### config.mk
export PLATFORM = sky130hd
export DESIGN_NAME = screen_sequencer
export DESIGN_NICKNAME = d
export VERILOG_FILES = /design/src/rtl/screen_pkg.sv /design/src/rtl/frame_tick_gen.sv /design/src/rtl/screen_sequencer.sv
export SDC_FILE = /design/constraint.sdc
export NUM_CORES = 1
export LEC_CHECK = 0
export BUFFER_PORTS_ARGS = -buffer_cell sky130_fd_sc_hd__buf_2
export CORE_ASPECT_RATIO = 2
export CORE_MARGIN = 5
export CORE_UTILIZATION = 47
export CTS_BUF_LIST = sky130_fd_sc_hd__clkbuf_16
export DETAILED_ROUTE_END_ITERATION = 8
export PLACE_DENSITY_LB_ADDON = 0.2
export REMOVE_ABC_BUFFERS = 1
export SYNTH_ARGS = -nofsm -noshare
export SYNTH_HDL_FRONTEND = slang
export SYNTH_SLANG_ARGS = --single-unit
export TNS_END_PERCENT = 50
### constraint.sdc
create_clock -name clk -period 2.4 [get_ports clk]
set_input_delay 0.36 -clock clk [delete_from_list [all_inputs] [get_ports clk]]
set_output_delay 0.36 -clock clk [all_outputs]
set_load 0.01 [all_outputs]
### src/rtl/screen_pkg.sv
// Shared types and constants for the screen sequencer: state encoding,
// visible-window bounds of the 640x480 VGA timing and the splash gray.
package screen_pkg;

    typedef enum logic [1:0] {
        SPLASH = 2'b00,
        PLAY   = 2'b01,
        P1WIN  = 2'b10,
        P2WIN  = 2'b11
    } screen_state_t;

    localparam logic [15:0] H_VIS_MIN = 16'd144;
    localparam logic [15:0] H_VIS_MAX = 16'd783;
    localparam logic [15:0] V_VIS_MIN = 16'd35;
    localparam logic [15:0] V_VIS_MAX = 16'd514;

    localparam logic [11:0] GRAY_RGB = 12'h333;

    // True when the counter pair lies inside the visible window (inclusive).
    function automatic logic in_window(input logic [15:0] h, input logic [15:0] v);
        return (h >= H_VIS_MIN) && (h <= H_VIS_MAX) &&
               (v >= V_VIS_MIN) && (v <= V_VIS_MAX);
    endfunction

endpackage

### src/rtl/frame_tick_gen.sv
// Decodes the VGA counters into a one-cycle frame_start pulse (H=0,V=0)
// and a registered visible-window flag aligned with the registered pixel.
module frame_tick_gen (
    input  logic        clk,
    input  logic        reset_n,
    input  logic [15:0] h_count,
    input  logic [15:0] v_count,
    output logic        frame_start,
    output logic        in_visible
);
    import screen_pkg::*;

    // The counters sit at 0,0 for exactly one cycle per frame.
    assign frame_start = (h_count == 16'd0) && (v_count == 16'd0);

    // Register the window test so it lines up with the registered pixel data.
    always_ff @(posedge clk or negedge reset_n) begin
        if (!reset_n) begin
            in_visible <= 1'b0;
        end else begin
            in_visible <= in_window(h_count, v_count);
        end
    end

endmodule

### src/rtl/screen_sequencer.sv
// Screen sequencer: splash -> play -> win screen -> splash, switching only
// at frame boundaries, with a one-cycle registered RGB output path.
// Optional feature macro: SCREEN_WIN_BLINK_EN (blinks win screens to gray
// on frames where frame counter bit 4 is set; needs FRAME_CNT_W >= 5).
module screen_sequencer #(
    parameter int WIN_HOLD_FRAMES = 300,
    parameter int FRAME_CNT_W     = 16
) (
    input  logic        clk,
    input  logic        reset_n,
    input  logic [15:0] H_Counter_Value,
    input  logic [15:0] V_Counter_Value,
    input  logic        start_btn,
    input  logic        p1_win,
    input  logic        p2_win,
    input  logic [11:0] game_rgb,
    input  logic [11:0] p1_rgb,
    input  logic [11:0] p2_rgb,
    output logic [3:0]  Red,
    output logic [3:0]  Green,
    output logic [3:0]  Blue,
    output logic [1:0]  screen_sel
);
    import screen_pkg::*;

    localparam logic [FRAME_CNT_W-1:0] HOLD_LAST = FRAME_CNT_W'(WIN_HOLD_FRAMES - 1);
    localparam logic [FRAME_CNT_W-1:0] CNT_MAX   = '1;

    screen_state_t          state;
    screen_state_t          state_next;
    logic [FRAME_CNT_W-1:0] frame_cnt;
    logic                   cnt_clear;
    logic                   cnt_inc;
    logic                   start_pend;
    logic                   p1_pend;
    logic                   p2_pend;
    logic                   frame_start;
    logic                   in_visible;
    logic                   in_win_state;
    logic [11:0]            pix_mux;
    logic [11:0]            rgb_q;

    frame_tick_gen u_tick (
        .clk         (clk),
        .reset_n     (reset_n),
        .h_count     (H_Counter_Value),
        .v_count     (V_Counter_Value),
        .frame_start (frame_start),
        .in_visible  (in_visible)
    );

    assign in_win_state = (state == P1WIN) || (state == P2WIN);

    // Sticky event flags; a frame boundary drops everything and keeps only
    // events arriving on that very cycle, so they act on the next boundary.
    always_ff @(posedge clk or negedge reset_n) begin
        if (!reset_n) begin
            start_pend <= 1'b0;
            p1_pend    <= 1'b0;
            p2_pend    <= 1'b0;
        end else if (frame_start) begin
            start_pend <= start_btn && !in_win_state;
            p1_pend    <= p1_win;
            p2_pend    <= p2_win;
        end else begin
            start_pend <= start_pend || (start_btn && !in_win_state);
            p1_pend    <= p1_pend || p1_win;
            p2_pend    <= p2_pend || p2_win;
        end
    end

    // State register.
    always_ff @(posedge clk or negedge reset_n) begin
        if (!reset_n) begin
            state <= SPLASH;
        end else begin
            state <= state_next;
        end
    end

    // Next-state decode; transitions are evaluated only on frame_start.
    always_comb begin
        state_next = state;
        cnt_clear  = 1'b0;
        cnt_inc    = 1'b0;
        if (frame_start) begin
            case (state)
                SPLASH: begin
                    if (start_pend) state_next = PLAY;
                end
                PLAY: begin
                    if (p1_pend)      state_next = P1WIN;
                    else if (p2_pend) state_next = P2WIN;
                end
                P1WIN, P2WIN: begin
                    if (frame_cnt == HOLD_LAST) begin
                        state_next = SPLASH;
                        cnt_clear  = 1'b1;
                    end else begin
                        cnt_inc = 1'b1;
                    end
                end
                default: state_next = SPLASH;
            endcase
        end
    end

    // Win-hold frame counter, saturating at all-ones.
    always_ff @(posedge clk or negedge reset_n) begin
        if (!reset_n) begin
            frame_cnt <= '0;
        end else if (cnt_clear) begin
            frame_cnt <= '0;
        end else if (cnt_inc && (frame_cnt != CNT_MAX)) begin
            frame_cnt <= frame_cnt + 1'b1;
        end
    end

    // Pixel source selected by the current state.
    always_comb begin
        pix_mux = GRAY_RGB;
        case (state)
            SPLASH:  pix_mux = GRAY_RGB;
            PLAY:    pix_mux = game_rgb;
            P1WIN:   pix_mux = p1_rgb;
            P2WIN:   pix_mux = p2_rgb;
            default: pix_mux = GRAY_RGB;
        endcase
`ifdef SCREEN_WIN_BLINK_EN
        if (in_win_state && frame_cnt[4]) begin
            pix_mux = GRAY_RGB;
        end
`endif
    end

    // Pixel register; blanking uses the window flag registered alongside it.
    always_ff @(posedge clk or negedge reset_n) begin
        if (!reset_n) begin
            rgb_q <= 12'h000;
        end else begin
            rgb_q <= pix_mux;
        end
    end

    assign Red        = in_visible ? rgb_q[11:8] : 4'd0;
    assign Green      = in_visible ? rgb_q[7:4]  : 4'd0;
    assign Blue       = in_visible ? rgb_q[3:0]  : 4'd0;
    assign screen_sel = state;

endmodule

==> results.md <==
- Status: complete, no violations
- F_max: 476.5 MHz
- Slowest-stage cell, CP: or4_1
- Fin worst setup slack: 0.3013 ns
- FF-to-FF Start: frame_cnt[0]
- Met1 usage: 0.2016
- Via Count: 1911
- Crit path to: frame_cnt[13]
- Worst Setup SP: frame_cnt[0]
- Remaining DRCs: 0
- Die area: 0.005518 sq mm
- Top cells by area, synth: dfrtp_1 (45%), mux2i_1 (6.8%), and2_1 (4.3%), o21ai_0 (3.4%), a21oi_1 (3.1%)
- Headroom to the max-slew limit: 0.4904
- Die X: 55.09 um
- Sequential share of the synthesized area: 0.4453
- # Post-CTS Setup Buffers: 0
- Worst vdd ir: 0.0004363 V
- Share of layout cells above drive strength 1: 0.3569
- I/O pin count: 87
- Total GRT Usage: 0.2076
- Cells after DPL: 340
- Final net count: 370
- Synth area leader: dfrtp_1
- Antenna violations before repair: 0
- Met2 usage: 0.4015
- Area grow syn2layout: 33.92%
- Grt peak-use layer: met2
- Vias in the first global route: 1941
- Final setup vio count: 0
- CTS buffer count: 5
- Worst-path clk slew: 0.05 ns
- Top-count cell post-synth: dfrtp_1
- Yosys warning total: 0
- Num Clock Sinks: 34
- Static Leak: 1.284 nW
- CP arrival: 2.27 ns
- Post-synthesis instance area: 0.001911 sq mm
- Worst slack at placement: 0.1689 ns
- Launching element type of the critical path: register
- Drt total wl: 5319 um
- DR vias/cell: 5.491
- Post-Synthesis Cells: 205
- TritonCTS clock tree: yes
- Reg2Reg Depth: 6
- Final Hold Fails: 0
- RSZ-0062 raised after global routing: false
- Max_cap viols: 0
- DRT Pass-1 Iters: 4
- Core Util, Final: 0.6588
- Fillcell total: 355
- Fin crit share: 0.8744
- Reg2Reg Setup Slack: 0.30 ns
- Setup Skew: 0.003514 ns
- Port bufs: 86
- Largest net degree at the start of global routing: 35
- RR Endpoint: frame_cnt[13]
- Wirelength per Cell: 15.28 um
- Starting Density: 0.4919
- Period minus WS final: 2.099 ns
- Setup TNS: 0 ns
- Synth Flop Type: dfrtp_1
- Final ANT Viol Nets: 0
- Worst slew pin tran: 0.7644 ns
- Root Buffer: clkbuf_16
- Dpl hpwl: 4211 um
- Hold crit path type: in2async
- 1st-iter DRT viols: 50
- Met3 Track Usage GR: 0.03715
- Global-route wire length before repair: 8569 um
- Flops & latches, synth: 34
- GRT Residual Overflow: 0
- Worst skew pair latency: 0.27 ns
- Core area: 0.003884 sq mm
- Fin cells: 348
- Crit path cell chain: ha_1, and4_1, nor4bb_1, or4_1, or2_4, o31ai_1
- Max incr delay on CP: 0.50 ns
- # rows: 32
- ANT cells: 0
- Final Max Tran Viols: 0
- Post-synth ARST share: 1.000
- Die height: 100.2 um
- CP Class: reg2reg
- Library cells used by synthesis: 39
- Crit path max fanout: 5
- Clock buffer depth: 2
- Htree depth: 2
- RePlAce Congestion: 0.8435
- Hold WS: 0.1611 ns
- Pwr/cell area: 497.5 mW/mm^2
- Hold_buf cts: 0
- Top-area cell type share of the netlist area: 0.4453
- Post-synth EDFFs: 0
- Critical path capture point type: register
- Worst Path Required: 2.57 ns
- CTS resizes: 0
- Mean Syn Cell Area: 9.320 sq um
- Top cells by count, synth: dfrtp_1 (34), nor2_1 (16)
## worst max-delay path, delay by kind of cell (launching register included)
family          cells  cell delay, ns
compound gates      1            0.24
simple gates        4            1.09
flops               1            0.41
fa+ha+maj           1            0.27
## through the flow
step	total power [W]	area, sq um
global placement	0.0006853	2421
floorplan	0.0006132	1874
global route	0.001329	2559
finish	0.001273	2559
CTS	0.001290	2559
detailed placement	0.0006885	2421
## per-layer routing
| layer | wire (um) | share of wire |
|---|---|---|
| met1 | 1748 | 0.33 |
| met2 | 3092 | 0.58 |
| met3 | 398 | 0.075 |
| met4 | 80 | 0.015 |
| met5 | 0 | 0 |
## registers in the layout, summed over array words and instances, names as in the netlist
register / cells
frame_cnt: 16
rgb_q: 12
screen_sel: 2
p1_pend: 1
p2_pend: 1
start_pend: 1
u_tick.in_visible: 1
## cell usage in the layout, fill, tap and decap left out, types with 2 or more instances in the layout
| master | count |
|---|---|
| a31oi_1 | 3 |
| a21oi_1 | 12 |
| o21a_1 | 2 |
| inv_1 | 4 |
| nand2_1 | 13 |
| o31ai_1 | 4 |
| nor3_1 | 6 |
| mux2_2 | 5 |
| buf_2 | 86 |
| dfrtp_1 | 34 |
| clkbuf_16 | 5 |
| nor4bb_1 | 2 |
| nor2b_1 | 2 |
| nor4_1 | 7 |
| a21o_1 | 4 |
| nand3_1 | 10 |
| mux2i_1 | 13 |
| nand4_1 | 7 |
| o211ai_1 | 2 |
| o21ai_0 | 13 |
| nor3b_1 | 2 |
| a41oi_1 | 2 |
| and2_1 | 13 |
| nor2_1 | 16 |
| buf_4 | 7 |
| nand2b_1 | 3 |
| and3_1 | 4 |
| and4_1 | 3 |
## cell type report
type | count | area, sq um | share of cell area
clock inverter | 3 | 12.51 | 0.004890
inverter | 3 | 11.26 | 0.004401
timing repair buffer | 93 | 483.0 | 0.1888
clock buffer | 5 | 125.1 | 0.04890
sequential | 34 | 850.8 | 0.3325
tap | 51 | 63.81 | 0.02494
multi-input combinational | 159 | 1012 | 0.3956
## cell families (layout without fill, tap and decap cells)
kind of cell	after synthesis	after routing	synth area share
simple gates	93	93	0.2718
mux	18	18	0.09757
buf+inv	12	104	0.02488
flops	34	34	0.4453
fa+ha+maj	1	1	0.006548
compound gates	47	47	0.1539
## worst min path at each step
stage | depth (start not counted) | slack, ns | end | startpoint
floorplan | 0 | 0.06 | frame_cnt[0] | reset_n
global placement | 1 | 0.48 | rgb_q[3] | reset_n
detailed placement | 1 | 0.48 | rgb_q[7] | reset_n
CTS | 1 | 0.18 | frame_cnt[5] | reset_n
global route | 1 | 0.23 | rgb_q[7] | reset_n
finish | 1 | 0.16 | rgb_q[7] | reset_n
## power breakdown
group	total (W)	switching, W	internal [W]
clock	0.000595	0.000221	0.000374
combinational	0.0000917	0.0000398	0.0000519
sequential	0.000586	0.00000194	0.000584
total	0.00127	0.000263	0.00101
Power figures use the tool's default switching activity.
